--- config.mk ---
export PLATFORM = sky130hd
export DESIGN_NAME = lc3_mem_ctrl
export DESIGN_NICKNAME = d
export VERILOG_FILES = /design/src/rtl/lc3_mem_pkg.sv /design/src/rtl/lc3_rr_arb2.sv /design/src/rtl/lc3_mem_ctrl.sv
export SDC_FILE = /design/constraint.sdc
export NUM_CORES = 1
export LEC_CHECK = 0
export CAP_MARGIN = 20
export CORE_UTILIZATION = 39
export DETAILED_ROUTE_END_ITERATION = 10
export PLACE_DENSITY = 0.82
export SETUP_SLACK_MARGIN = 0.3
export SLEW_MARGIN = 0
export SYNTH_ARGS = -nofsm -noshare
export SYNTH_HDL_FRONTEND = slang
export SYNTH_SLANG_ARGS = --single-unit
export TNS_END_PERCENT = 10
--- constraint.sdc ---
create_clock -name clk -period 2.2 [get_ports clk]
set_input_delay 0.44 -clock clk [delete_from_list [all_inputs] [get_ports clk]]
set_output_delay 0.44 -clock clk [all_outputs]
set_load 0.005 [all_outputs]
--- src/rtl/lc3_mem_pkg.sv ---
// Shared types and constants for the LC-3 memory access controller.
package lc3_mem_pkg;

  typedef enum logic [1:0] {
    ST_IDLE   = 2'd0,
    ST_ACCESS = 2'd1,
    ST_DONE   = 2'd2
  } state_t;

  localparam logic PORT_F = 1'b0;
  localparam logic PORT_D = 1'b1;

  // Wait counter width; kept at least one bit so TIMEOUT=0 still elaborates.
  function automatic int wait_cnt_w(input int timeout);
    return (timeout < 1) ? 1 : $clog2(timeout + 1);
  endfunction

endpackage

--- src/rtl/lc3_rr_arb2.sv ---
// Two-way round-robin arbiter for fetch (bit 0) and data (bit 1) requests.
// Grant is combinational when enabled; the last-grant pointer resets to data so fetch wins the first tie.
module lc3_rr_arb2
  import lc3_mem_pkg::*;
(
  input  logic       clk,
  input  logic       rst_n,
  input  logic [1:0] req,
  input  logic       en,
  output logic [1:0] gnt
);

  logic last;

  always_comb begin
    gnt = 2'b00;
    if (en) begin
      case (req)
        2'b01:   gnt = 2'b01;
        2'b10:   gnt = 2'b10;
        2'b11:   gnt = (last == PORT_D) ? 2'b01 : 2'b10;
        default: gnt = 2'b00;
      endcase
    end
  end

  always_ff @(posedge clk or negedge rst_n) begin
    if (!rst_n) begin
      last <= PORT_D;
    end else if (|gnt) begin
      last <= gnt[1];
    end
  end

endmodule

--- src/rtl/lc3_mem_ctrl.sv ---
// LC-3 memory controller: arbitrates fetch/data ports, owns MAR/MDR, sequences one memory access
// at a time with a bounded wait on mem_ready. All outputs decode from registered state.
module lc3_mem_ctrl
  import lc3_mem_pkg::*;
#(
  parameter int SIZE    = 16,
  parameter int ADDR_W  = 16,
  parameter int TIMEOUT = 15
) (
  input  logic              clk,
  input  logic              rst_n,
  input  logic              f_req,
  input  logic [ADDR_W-1:0] f_addr,
  output logic              f_gnt,
  output logic              f_done,
  input  logic              d_req,
  input  logic              d_we,
  input  logic [ADDR_W-1:0] d_addr,
  input  logic [SIZE-1:0]   d_wdata,
  output logic              d_gnt,
  output logic              d_done,
  output logic [SIZE-1:0]   rdata,
  output logic              err,
  output logic [ADDR_W-1:0] mem_addr,
  output logic [SIZE-1:0]   mem_wdata,
  output logic              mem_en,
  output logic              mem_we,
  input  logic [SIZE-1:0]   mem_rdata,
  input  logic              mem_ready
);

  localparam int CW = wait_cnt_w(TIMEOUT);
  localparam logic [CW-1:0] TO_V = CW'(TIMEOUT);

  state_t            state;
  logic [ADDR_W-1:0] mar;
  logic [SIZE-1:0]   mdr;
  logic              we_q;
  logic              err_q;
  logic              owner;
  logic [CW-1:0]     wait_cnt;
  logic [1:0]        gnt;
  logic              busy;

  lc3_rr_arb2 u_arb (
    .clk   (clk),
    .rst_n (rst_n),
    .req   ({d_req, f_req}),
    .en    (state == ST_IDLE),
    .gnt   (gnt)
  );

  always_ff @(posedge clk or negedge rst_n) begin
    if (!rst_n) begin
      state    <= ST_IDLE;
      mar      <= '0;
      mdr      <= '0;
      we_q     <= 1'b0;
      err_q    <= 1'b0;
      owner    <= PORT_F;
      wait_cnt <= '0;
    end else begin
      case (state)
        ST_IDLE: begin
          if (|gnt) begin
            state    <= ST_ACCESS;
            owner    <= gnt[1];
            wait_cnt <= '0;
            err_q    <= 1'b0;
            if (gnt[1]) begin
              mar  <= d_addr;
              we_q <= d_we;
              if (d_we) mdr <= d_wdata;
            end else begin
              mar  <= f_addr;
              we_q <= 1'b0;
            end
          end
        end
        ST_ACCESS: begin
          // Ready is checked before the timeout so a late ready still completes cleanly.
          if (mem_ready) begin
            if (!we_q) mdr <= mem_rdata;
            state <= ST_DONE;
          end else if ((TIMEOUT != 0) && (wait_cnt == TO_V)) begin
            err_q <= 1'b1;
            state <= ST_DONE;
          end else if (wait_cnt != {CW{1'b1}}) begin
            wait_cnt <= wait_cnt + 1'b1;
          end
        end
        ST_DONE: begin
          state <= ST_IDLE;
          err_q <= 1'b0;
        end
        default: state <= ST_IDLE;
      endcase
    end
  end

  assign busy      = (state == ST_ACCESS) || (state == ST_DONE);
  assign f_gnt     = busy && (owner == PORT_F);
  assign d_gnt     = busy && (owner == PORT_D);
  assign f_done    = (state == ST_DONE) && (owner == PORT_F);
  assign d_done    = (state == ST_DONE) && (owner == PORT_D);
  assign err       = (state == ST_DONE) && err_q;
  assign rdata     = mdr;
  assign mem_addr  = mar;
  assign mem_wdata = mdr;
  assign mem_en    = (state == ST_ACCESS);
  assign mem_we    = (state == ST_ACCESS) && we_q;

endmodule

Yosys cells after proc, flatten, opt, wreduce, memory -nomap -nowiden
Index checks and enable logic that the tools add are counted.
{ "classes": {"addsub": 1, "bitwise": 1, "eq_ne": 17, "reduce_logical": 16, "muxes": 24} }
{ "op_table": {"columns": ["op", "count"], "rows": [
  ["$mux 16", 6],
  ["$pmux 16 s2", 1],
  ["$mux 4", 4],
  ["$ne 2x2->1 const B", 6],
  ["$mux 2", 5],
  ["$pmux 4 s2", 1],
  ["$eq 2x2->1 const B", 3],
  ["$logic_and 1x1->1", 6],
  ["$ne 2x1->1 const B", 3],
  ["$pmux 2 s3", 1],
  ["$reduce_and 6->1", 1],
  ["$reduce_and 5->1", 1],
  ["$add 4x1->4 const B", 1],
  ["$eq 2x1->1 const B", 2],
  ["$eq 4x4->1 const B", 1],
  ["$mux 1", 4],
  ["$ne 4x4->1 const B", 1],
  ["$pmux 2 s2", 1],
  ["$reduce_and 2->1", 2],
  ["$reduce_and 4->1", 1],
  ["$ne 3x1->1 const B", 1],
  ["$pmux 1 s3", 1],
  ["$reduce_bool 3->1", 1],
  ["$logic_not 2->1", 1],
  ["4 further kinds", 4]
]} }
{ "totals": {"output_inout_bits": 55, "regBits": 42, "inputBits": 70, "wordCells": 67} }

Longest topological paths before layout
Gate-level depths: netlist of the first run.
{ "depth": {"ltp_word": 6, "ltp_mapped": 8, "ltp_nobuf": 6} }

Hierarchy
Synthesis of the first run repeated with hierarchy kept, for this count alone.
{ "hier_totals": {"hier_cells": 213, "area_unflattened_um2": 2324.7} }
{ "modules_own_cells": {"columns": ["mod", "cells_each", "area_per_inst_um2", "instances", "seq_area_each_um2"], "rows": [
  ["lc3_mem_ctrl", 205, 2262.2, 1, 1026.0],
  ["lc3_rr_arb2", 8, 62.6, 1, 26.3]
]} }

Worst setup path before layout of the first run
OpenSTA, ideal clock, no wires.
{ "synth_path": {"kind": "register -> output", "startpoint": "register state[1]", "endpoint": "output port mem_we", "stages_incl_launch_ff": 7, "t_required_ps": 1760, "path_buffers": 3, "arrival_ps": 1561, "path_slack_ps": 199, "cell_sequence": "dfrtp_1 inv_1 ha_1 buf_2 buf_2 clkbuf_1 and2_1"} }
{ "synth_between": {"elab_chain_len": 2} }
{ "synth_rtl": {"columns": ["item", "line_no", "source"], "rows": [
  ["start, declared", "lc3_mem_ctrl.sv:35", "state_t state;"],
  ["start signal, assigned", "lc3_mem_ctrl.sv:55", "state <= ST_IDLE;"],
  ["start signal, assigned", "lc3_mem_ctrl.sv:66", "state <= ST_ACCESS;"],
  ["start signal, assigned", "lc3_mem_ctrl.sv:84", "state <= ST_DONE;"],
  ["$eq 2x1->1", null, null],
  ["via mem_en", "lc3_mem_ctrl.sv:26", "output logic mem_en,"],
  ["$logic_and 1x1->1", "lc3_mem_ctrl.sv:111", "assign mem_we = (state == ST_ACCESS) && we_q;"],
  ["end, declared", "lc3_mem_ctrl.sv:27", "output logic mem_we,"]
]} }
The timed path passes the listed nets, and every way through them passes these cells.

Worst setup path after layout of the first run
{ "layout_path": {"startpoint": "register state[1]", "endpoint": "output port d_gnt"} }
{ "layout_between": {"elab_chain_len": 3, "word_cells_on_any_way": 4, "classes_between": "eq/ne (2); reduce/logical (2)"} }
{ "layout_rtl": {"columns": ["item", "line_no", "source"], "rows": [
  ["$eq 2x1->1 or $eq 2x2->1 (tied branches)", "lc3_mem_ctrl.sv:101", "assign busy = (state == ST_ACCESS) || (state == ST_DONE);"],
  ["$logic_or 1x1->1 *", "lc3_mem_ctrl.sv:101", null],
  ["$logic_and 1x1->1 *", "lc3_mem_ctrl.sv:103", "assign d_gnt = busy && (owner == PORT_D);"],
  ["end, declared", "lc3_mem_ctrl.sv:20", "output logic d_gnt,"]
]} }
Every way passes the cells marked *; elsewhere a longest branch is shown, timed or not.

==> impl_metrics.toml, run 1 <==
[route]
post_drt_wl_per_cell_um = 13.8
vias = 1956
ant_nets = 0
via_per_inst = 4.98
totalWireLength_um = 5440
drtIter0Drc = 39
drc = 0
drt_first_pass_iters = 4

[placed_design]
hpwlAfterDp_um = 4200
gp_congestion = 0.863
placedCellCount = 384
dpl_worst_slack_ps = 48.7
port_buffers = 124
place_area_sq_um = 3540

[cells_and_area]
area_growth_pct = 60.7
finalInstanceArea_sq_um = 3660
n_antenna_cell = 0
nNetsFinal = 396
layout-drive-gt1-share_pct = 16.5
layout.cells.non_filler = 393
utilization_pct = 65.7

[setup_path]
worstSetupStartpointType = "register"
path_buf_inv = 2
cpPeakStageDelay_ps = 490
cp_top_family = "buffers and inverters"
critical_path_required_ps = 1760
cp_slowest_cell = "clkdlybuf4s50_1"
worstPathCellList = "inv_2 > ha_4 > and2_1 > clkdlybuf4s50_1"
critPathMaxFanout = 4
worst_setup_path_end_kind = "output pin"
worst-endpoint-arrival_ps = 1620
crit_type = "reg2out"

[timing]
max_freq_mhz = 485
setup-violations-final = 0
hold_viol = 0
relSlewSlack_pct = 64.9
rsz0062_at_grt = "yes"
fin_skew_ps = 7.24
timing.hold.ws_ps = 203
fin_setup_tns_ps = 0
fin_crit_sh_pct = 93.7
fin_crit_ps = 2060
slew_violations = 0
setup_ws_ps = 138
tightest_slew_ps = 526

[yosys]
yosysTopAreaCell = "dfrtp_1"
ys_warn_count = 0
synth.net_count = 279
synth_area_leaders = "dfrtp_1 (45%), mux2_2 (11%), mux2i_1 (7.0%)"
synth_most_common_cell = "dfrtp_1"
synth_top_area_share_pct = 45.0
synthDistinctLibCells = 37
synth-edff-count = 0
synth.avg_cell_area_sq_um = 11.2
synth_ff_type = "dfrtp_1"
synth_common_cells = "dfrtp_1 (41), mux2_2 (22), o21ai_0 (22), nand2_1 (20), buf_4 (17)"
syn_area_sq_um = 2280
syn-instance-count = 204
synthArstFlopShare_pct = 100
synth_seq_cells = 42
seq_area_frac_synth_pct = 46.2

[floorplanning]
die_area_sq_um = 6150
ios = 125
die_h_um = 78.4
core_sq_um = 5570
rows = 27
die-width_um = 78.4
start_util_pct = 40.9

[clock_tree]
clk-insertion-delay-late_ps = 290
cts_sinks = 42
cts_tree = "done"
cts_max_level = 2
cts_buffers = 5
cts_root_buf = "clkbuf_8"
cts_hold_buf = 0
clk_pin_slew_ps = 80
clock_path_buffers = 2

[global_route]
grt_pass1_vias = 1974
antenna_found_initial = 0
grt_usage_pct = 19.4
grt_max_degree = 43
grt_pass1_wl_um = 9250
grt_overflow_total = 0

[pwr]
leakagePower_nw = 1.53
power_mw = 4.58
ir_drop_v = 0.000808
p_per_area_nw_per_um2 = 1250

[status]
status = "completed"

[worst_hold_path]
hp-class = "in2async"

[flow_run]
cap_violations = 0
==> cell usage in the layout, fill, tap and decap left out, types with 3 or more instances in the layout <==
cell type	Yosys	routed
mux2_1	10	10
nor2b_1	3	3
clkdlybuf4s50_1	0	121
nand2_1	20	20
o21ai_0	22	22
a31oi_1	3	3
dfrtp_1	41	41
o211ai_1	3	3
buf_4	17	10
and2_1	4	4
clkbuf_8	0	5
mux2_2	22	22
mux2i_1	16	16
nor2_1	3	3
==> final cells by class <==
class / count / area (sq um)
Fill cell: 459 / 1910
Timing Repair Buffer: 136 / 1350
Multi-Input combinational cell: 134 / 1080
Sequential cell: 42 / 1050
Tap cell: 72 / 90.1
Clock buffer: 5 / 68.8
Clock inverter: 2 / 10.0
Inverter: 2 / 7.51
==> final timing paths <==
check                                         startpoint                       end  slack, ps  cells after the start
worst max-delay path                state[1]$_DFFE_PN0P_                     d_gnt        140                      4
worst min-delay path                               rst_n          we_q$_DFFE_PN0P_        200                      2
worst max register to register      state[1]$_DFFE_PN0P_         err_q$_DFFE_PN0P_        380                      6
worst min register to register  mem_addr[15]$_DFFE_PN0P_  mem_addr[15]$_DFFE_PN0P_        480                      2
max in group asynchronous                          rst_n    u_arb.last$_DFFE_PN1P_       1620                      2
min in group clk                mem_addr[15]$_DFFE_PN0P_  mem_addr[15]$_DFFE_PN0P_        480                      2
==> sequential cells by signal (all words and copies together), names as in the netlist <==
name and cells:
wait_cnt 4, err_q 1, u_arb.last 1, we_q 1
mem_addr 16, mem_wdata 16, state 2, owner 1
==> kinds of logic after synthesis <==
| family | Yosys count | share of synthesized area, % |
|---|---|---|
| mux | 48 | 22.8 |
| flops | 42 | 46.2 |
| simple gates | 41 | 9.06 |
| compound gates | 40 | 11.3 |
| buf+inv | 28 | 7.91 |
| fa+ha+maj | 5 | 2.75 |
==> per-layer routing <==
layer  wire [um]  share of wire, %  vias to the layer above  global-route usage, %
met5           0                 0                        -                      0
met4          58               1.1                        0                   5.56
met3         477               8.8                        6                   6.05
met2        2820                52                      100                   35.3
met1        2090                38                      914                   21.5
li1            -                 -                      936                      -
==> where the power goes <==
part	switching (mW)	internal [mW]	total [mW]	leakage, nW
combinational	1.01	1.71	2.72	0.974
clock	0.248	0.213	0.461	0.0438
sequential	0.249	1.15	1.40	0.513
==> repair_timing <==
item                                    CTS  global route
resized for setup                         6             2
endpoints found under the setup margin   23             7
buffers inserted                          2             0
No activity file was read; power rests on OpenSTA's default activity.
==> inputs of run 2 (changes only) <==
MAX_ROUTING_LAYER = met4   (was not set)
clock period = 2.1 ns   (was 2.2 ns; I/O delays follow)
==> run 2 against run 1 <==
Global-route usage is 0.53 points lower. Via count is 1.3% higher. Setup slack worse by 53 ps. Clock power is 13% higher. Highest routed layer unchanged.
==> impl_metrics.toml, run 2 (synthesis results as in run 1) <==
[timing]
fin_skew_ps = 9.36
rsz0062_at_grt = "yes"
fin_crit_sh_pct = 96.0
tightest_slew_ps = 609
slew_violations = 0
fin_setup_tns_ps = 0
setup-violations-final = 0
max_freq_mhz = 496
timing.hold.ws_ps = 138
relSlewSlack_pct = 59.4
hold_viol = 0
fin_crit_ps = 2020
setup_ws_ps = 84.8

[placed_design]
gp_congestion = 0.827
hpwlAfterDp_um = 4150
port_buffers = 124
placedCellCount = 387
dpl_worst_slack_ps = 31.3

[clock_tree]
cts_sinks = 42
cts_tree = "done"
clk-insertion-delay-late_ps = 290
clock_path_buffers = 2
cts_buffers = 5
cts_max_level = 2
cts_hold_buf = 0
clk_pin_slew_ps = 80
cts_root_buf = "clkbuf_8"

[floorplanning]
ios = 125
die_area_sq_um = 6150
die-width_um = 78.4
die_h_um = 78.4
core_sq_um = 5570
rows = 27
start_util_pct = 40.9

[status]
status = "completed"

[setup_path]
worst_setup_path_end_kind = "output pin"
worst-endpoint-arrival_ps = 1600
critical_path_required_ps = 1680
reg2reg_depth = 7
crit_type = "reg2out"
cp_slowest_cell = "clkdlybuf4s50_1"
critPathMaxFanout = 4
worstSetupStartpointType = "register"
cpPeakStageDelay_ps = 490
worstPathCellList = "inv_2 > ha_2 > and2_1 > clkdlybuf4s50_1"

[cells_and_area]
final_common_cell = "clkdlybuf4s50_1"
n_antenna_cell = 0
multi_input_area_sq_um = 1080
layout-drive-gt1-share_pct = 17.7
seq_area_sq_um = 1050
area_growth_pct = 62.7
nNetsFinal = 402
layout.cells.non_filler = 400
nFillCells = 465
final_cell_mix = "clkdlybuf4s50_1 (119), dfrtp_1 (41), o21ai_0 (22), mux2_2 (22), nand2_1 (20)"

[route]
ant_nets = 0
drtIter0Drc = 35
drc = 0
vias = 1982
post_drt_wl_per_cell_um = 13.8
drt_first_pass_iters = 4
totalWireLength_um = 5530
via_per_inst = 4.96

[global_route]
grt_usage_pct = 18.8
grt_max_degree = 28
antenna_found_initial = 0
grt_pass1_vias = 1852
grt_pass1_wl_um = 8830
grt_overflow_total = 0

[flow_run]
cap_violations = 0

[pwr]
leakagePower_nw = 1.58
p_per_area_nw_per_um2 = 1320
ir_drop_v = 0.000731

[worst_hold_path]
hp-class = "in2async"
run 2: cell count changes in the layout (fill, tap and decap cells not counted), moves of 2 or more:
cell and change:
buf_4 +7, clkdlybuf4s50_1 -2, clkbuf_1 +2, clkinv_2 -2
run 2: critical path, delay by kind of cell (launching register included):
family	cells	cell delay, ps
and+or+nand+nor	1	120
buffers and inverters	2	600
DFF	1	400
adders and majority gates	1	190
run 2: repair_timing:
item / CTS / global route
endpoints found under the setup margin: 24 / 23
setup buffers: 2 / 3
gates resized for setup: 8 / 2
pin swaps: 0 / 1
run 2: area by class of cell:
cell class	instances	area share, %
Inverter	2	0.202
Multi-Input combinational cell	134	29.2
Sequential cell	42	28.4
Tap cell	72	2.43
Clock buffer	8	2.43
Timing Repair Buffer	142	37.4
run 2: worst paths after layout:
kind / from / to / slack [ps]
hold reg to reg: mem_addr[10]$_DFFE_PN0P_ / mem_addr[10]$_DFFE_PN0P_ / 480
setup / recovery: state[0]$_DFFE_PN0P_ / err / 80
hold / removal: rst_n / mem_addr[3]$_DFFE_PN0P_ / 140
setup reg to reg: state[0]$_DFFE_PN0P_ / mem_wdata[11]$_DFFE_PN0P_ / 140
max in group asynchronous: rst_n / wait_cnt[0]$_DFFE_PN0P_ / 1350
min in group clk: mem_addr[10]$_DFFE_PN0P_ / mem_addr[10]$_DFFE_PN0P_ / 480
run 2: power by group:
| part | switching, mW | total (mW) | internal, mW | leakage, nW |
|---|---|---|---|---|
| sequential | 0.256 | 1.46 | 1.21 | 0.513 |
| combinational | 1.08 | 2.89 | 1.82 | 1.02 |
| clock | 0.253 | 0.521 | 0.268 | 0.0455 |
run 2: metrics by stage:
stage                     power, mW  area (sq um)  utilization, %
after floorplan                2.95          2290               -
after global routing           5.24          3710            66.5
final                          4.88          3710            66.5
after global placement         4.18          3550            63.7
after CTS                      4.88          3680            66.0
after detailed placement       4.27          3550            63.7
run 2: per-layer routing:
layer	up-vias	global-route usage [%]	share of wire (%)
li1	950	-	-
met1	932	20.9	40
met2	96	33.1	50
met3	4	5.35	9.1
met4	0	5.00	1.1
met5	-	-	0
==> inputs of run 3 (changes only) <==
CELL_PAD_IN_SITES_DETAIL_PLACEMENT = 1   (was not set)
CELL_PAD_IN_SITES_GLOBAL_PLACEMENT = 1   (was not set)
CORE_UTILIZATION = 29   (was 39)
PLACE_DENSITY = 0.83   (was 0.82)
==> run 3 against run 2 <==
First-iteration DRC count decreased by 54%. Via count up 0.96%. Hold slack improved by 28 ps. Global-route usage down 2.6 points. Sequential share of layout area shrank 0.13 points. Critical endpoint is now mem_wdata[0]$_DFFE_PN0P_.
==> impl_metrics.toml, run 3 (synthesis results as in run 1) <==
[clock_tree]
clock_path_buffers = 2
clk_pin_slew_ps = 80
cts_tree = "done"
cts_buffers = 5
clk-insertion-delay-late_ps = 290
cts_root_buf = "clkbuf_8"
cts_max_level = 2
cts_sinks = 42

[timing]
setup-violations-final = 0
rsz0062_at_grt = "yes"
tightest_slew_ps = 683
hold_viol = 0
fin_skew_ps = 3.53
fin_setup_tns_ps = 0
slew_violations = 0
max_freq_mhz = 547
timing.hold.ws_ps = 167
setup_ws_ps = 273
fin_crit_sh_pct = 87.0
relSlewSlack_pct = 54.5
fin_crit_ps = 1830

[route]
drt_first_pass_iters = 4
ant_nets = 0
drt-met1-wl_um = 2760
wl_met2_um = 2770
drc = 0
totalWireLength_um = 6070
drtIter0Drc = 16
via_per_inst = 4.71
highest_layer = "met4"
vias = 2001
wl_met3_um = 463
post_drt_wl_per_cell_um = 14.3

[floorplanning]
rows = 31
die_area_sq_um = 8210
core_sq_um = 7410
ios = 125
die_h_um = 90.6
die-width_um = 90.6
start_util_pct = 30.8

[cells_and_area]
layout-drive-gt1-share_pct = 18.1
finalInstanceArea_sq_um = 3720
nNetsFinal = 401
multi_input_area_sq_um = 1090
final_cell_mix = "clkdlybuf4s50_1 (116), dfrtp_1 (41), o21ai_0 (22), mux2_2 (22), nand2_1 (20)"
area_growth_pct = 63.5
final_common_cell = "clkdlybuf4s50_1"
utilization_pct = 50.3
nFillCells = 799
seq_area_sq_um = 1050
n_antenna_cell = 0

[placed_design]
port_buffers = 124
gp_congestion = 0.836
dpl_worst_slack_ps = -24.3
hpwlAfterDp_um = 4700
place_area_sq_um = 3580

[global_route]
grt_max_degree = 34
grt_usage_pct = 16.2
grt_pass1_wl_um = 10500
antenna_found_initial = 0
grt_overflow_total = 0
grt_pass1_vias = 2125

[setup_path]
critical_path_required_ps = 2270
worst_setup_path_end_kind = "register"
worst-endpoint-arrival_ps = 2000
reg2reg_depth = 7
rrSetupSlack_ps = 270
r2r-end = "mem_wdata[0]$_DFFE_PN0P_"
r2r-start = "state[1]$_DFFE_PN0P_"
worstSetupStartpointType = "register"
crit_type = "reg2reg"
critPathMaxFanout = 16

[pwr]
ir_drop_v = 0.000581
p_per_area_nw_per_um2 = 1310
leakagePower_nw = 1.57

[worst_hold_path]
hp-class = "in2async"

[status]
status = "completed"

[flow_run]
cap_violations = 0
## run 3: through the flow
step	instances	power [mW]
after detailed placement	412	4.34
after CTS	425	4.99
after global placement	412	4.22
final	425	4.89
after global routing	425	5.27
after floorplan	204	2.95
## run 3: repair_timing
item                       in CTS  in global routing
setup buffers                   6                  0
hold buffers                    0                  0
setup endpoints to repair      26                 26
pin swaps                       0                  0
gates resized for setup        18                  2
## run 3: cell type report
type / count / area share [%]
sequential: 42 / 28.2
tap: 99 / 3.33
multi-input combinational: 134 / 29.2
clock buffer: 7 / 2.05
timing repair buffer: 141 / 36.9
inverter: 2 / 0.202
## run 3: per-layer routing
metal	vias up	GRT usage, %
met4	0	4.17
met3	7	4.12
met2	98	25.1
met1	945	21.1
li1	951	-
met5	-	-
## run 3: where the power goes
part / switching (mW) / total, mW / internal [mW]
registers: 0.265 / 1.47 / 1.21
clock network: 0.264 / 0.493 / 0.229
logic: 1.09 / 2.93 / 1.83
total: 1.62 / 4.89 / 3.27
## run 3: worst max-delay path: stages (launching register included)
cell	delay, ps
dfrtp_1	370
inv_2	60
buf_4	140
ha_4	180
a21boi_2	180
a211oi_4	250
buf_12	190
mux2_2	340
## run 3: worst max path at each step
stage	end	from	slack (ps)
CTS	f_gnt	state[1]$_DFFE_PN0P_	220
global route	wait_cnt[2]$_DFFE_PN0P_	state[0]$_DFFE_PN0P_	180
global placement	mem_wdata[0]$_DFFE_PN0P_	d_req	20
finish	mem_wdata[0]$_DFFE_PN0P_	state[1]$_DFFE_PN0P_	270
floorplan	mem_wdata[10]$_DFFE_PN0P_	state[0]$_DFFE_PN0P_	280
detailed placement	mem_wdata[15]$_DFFE_PN0P_	d_req	-20
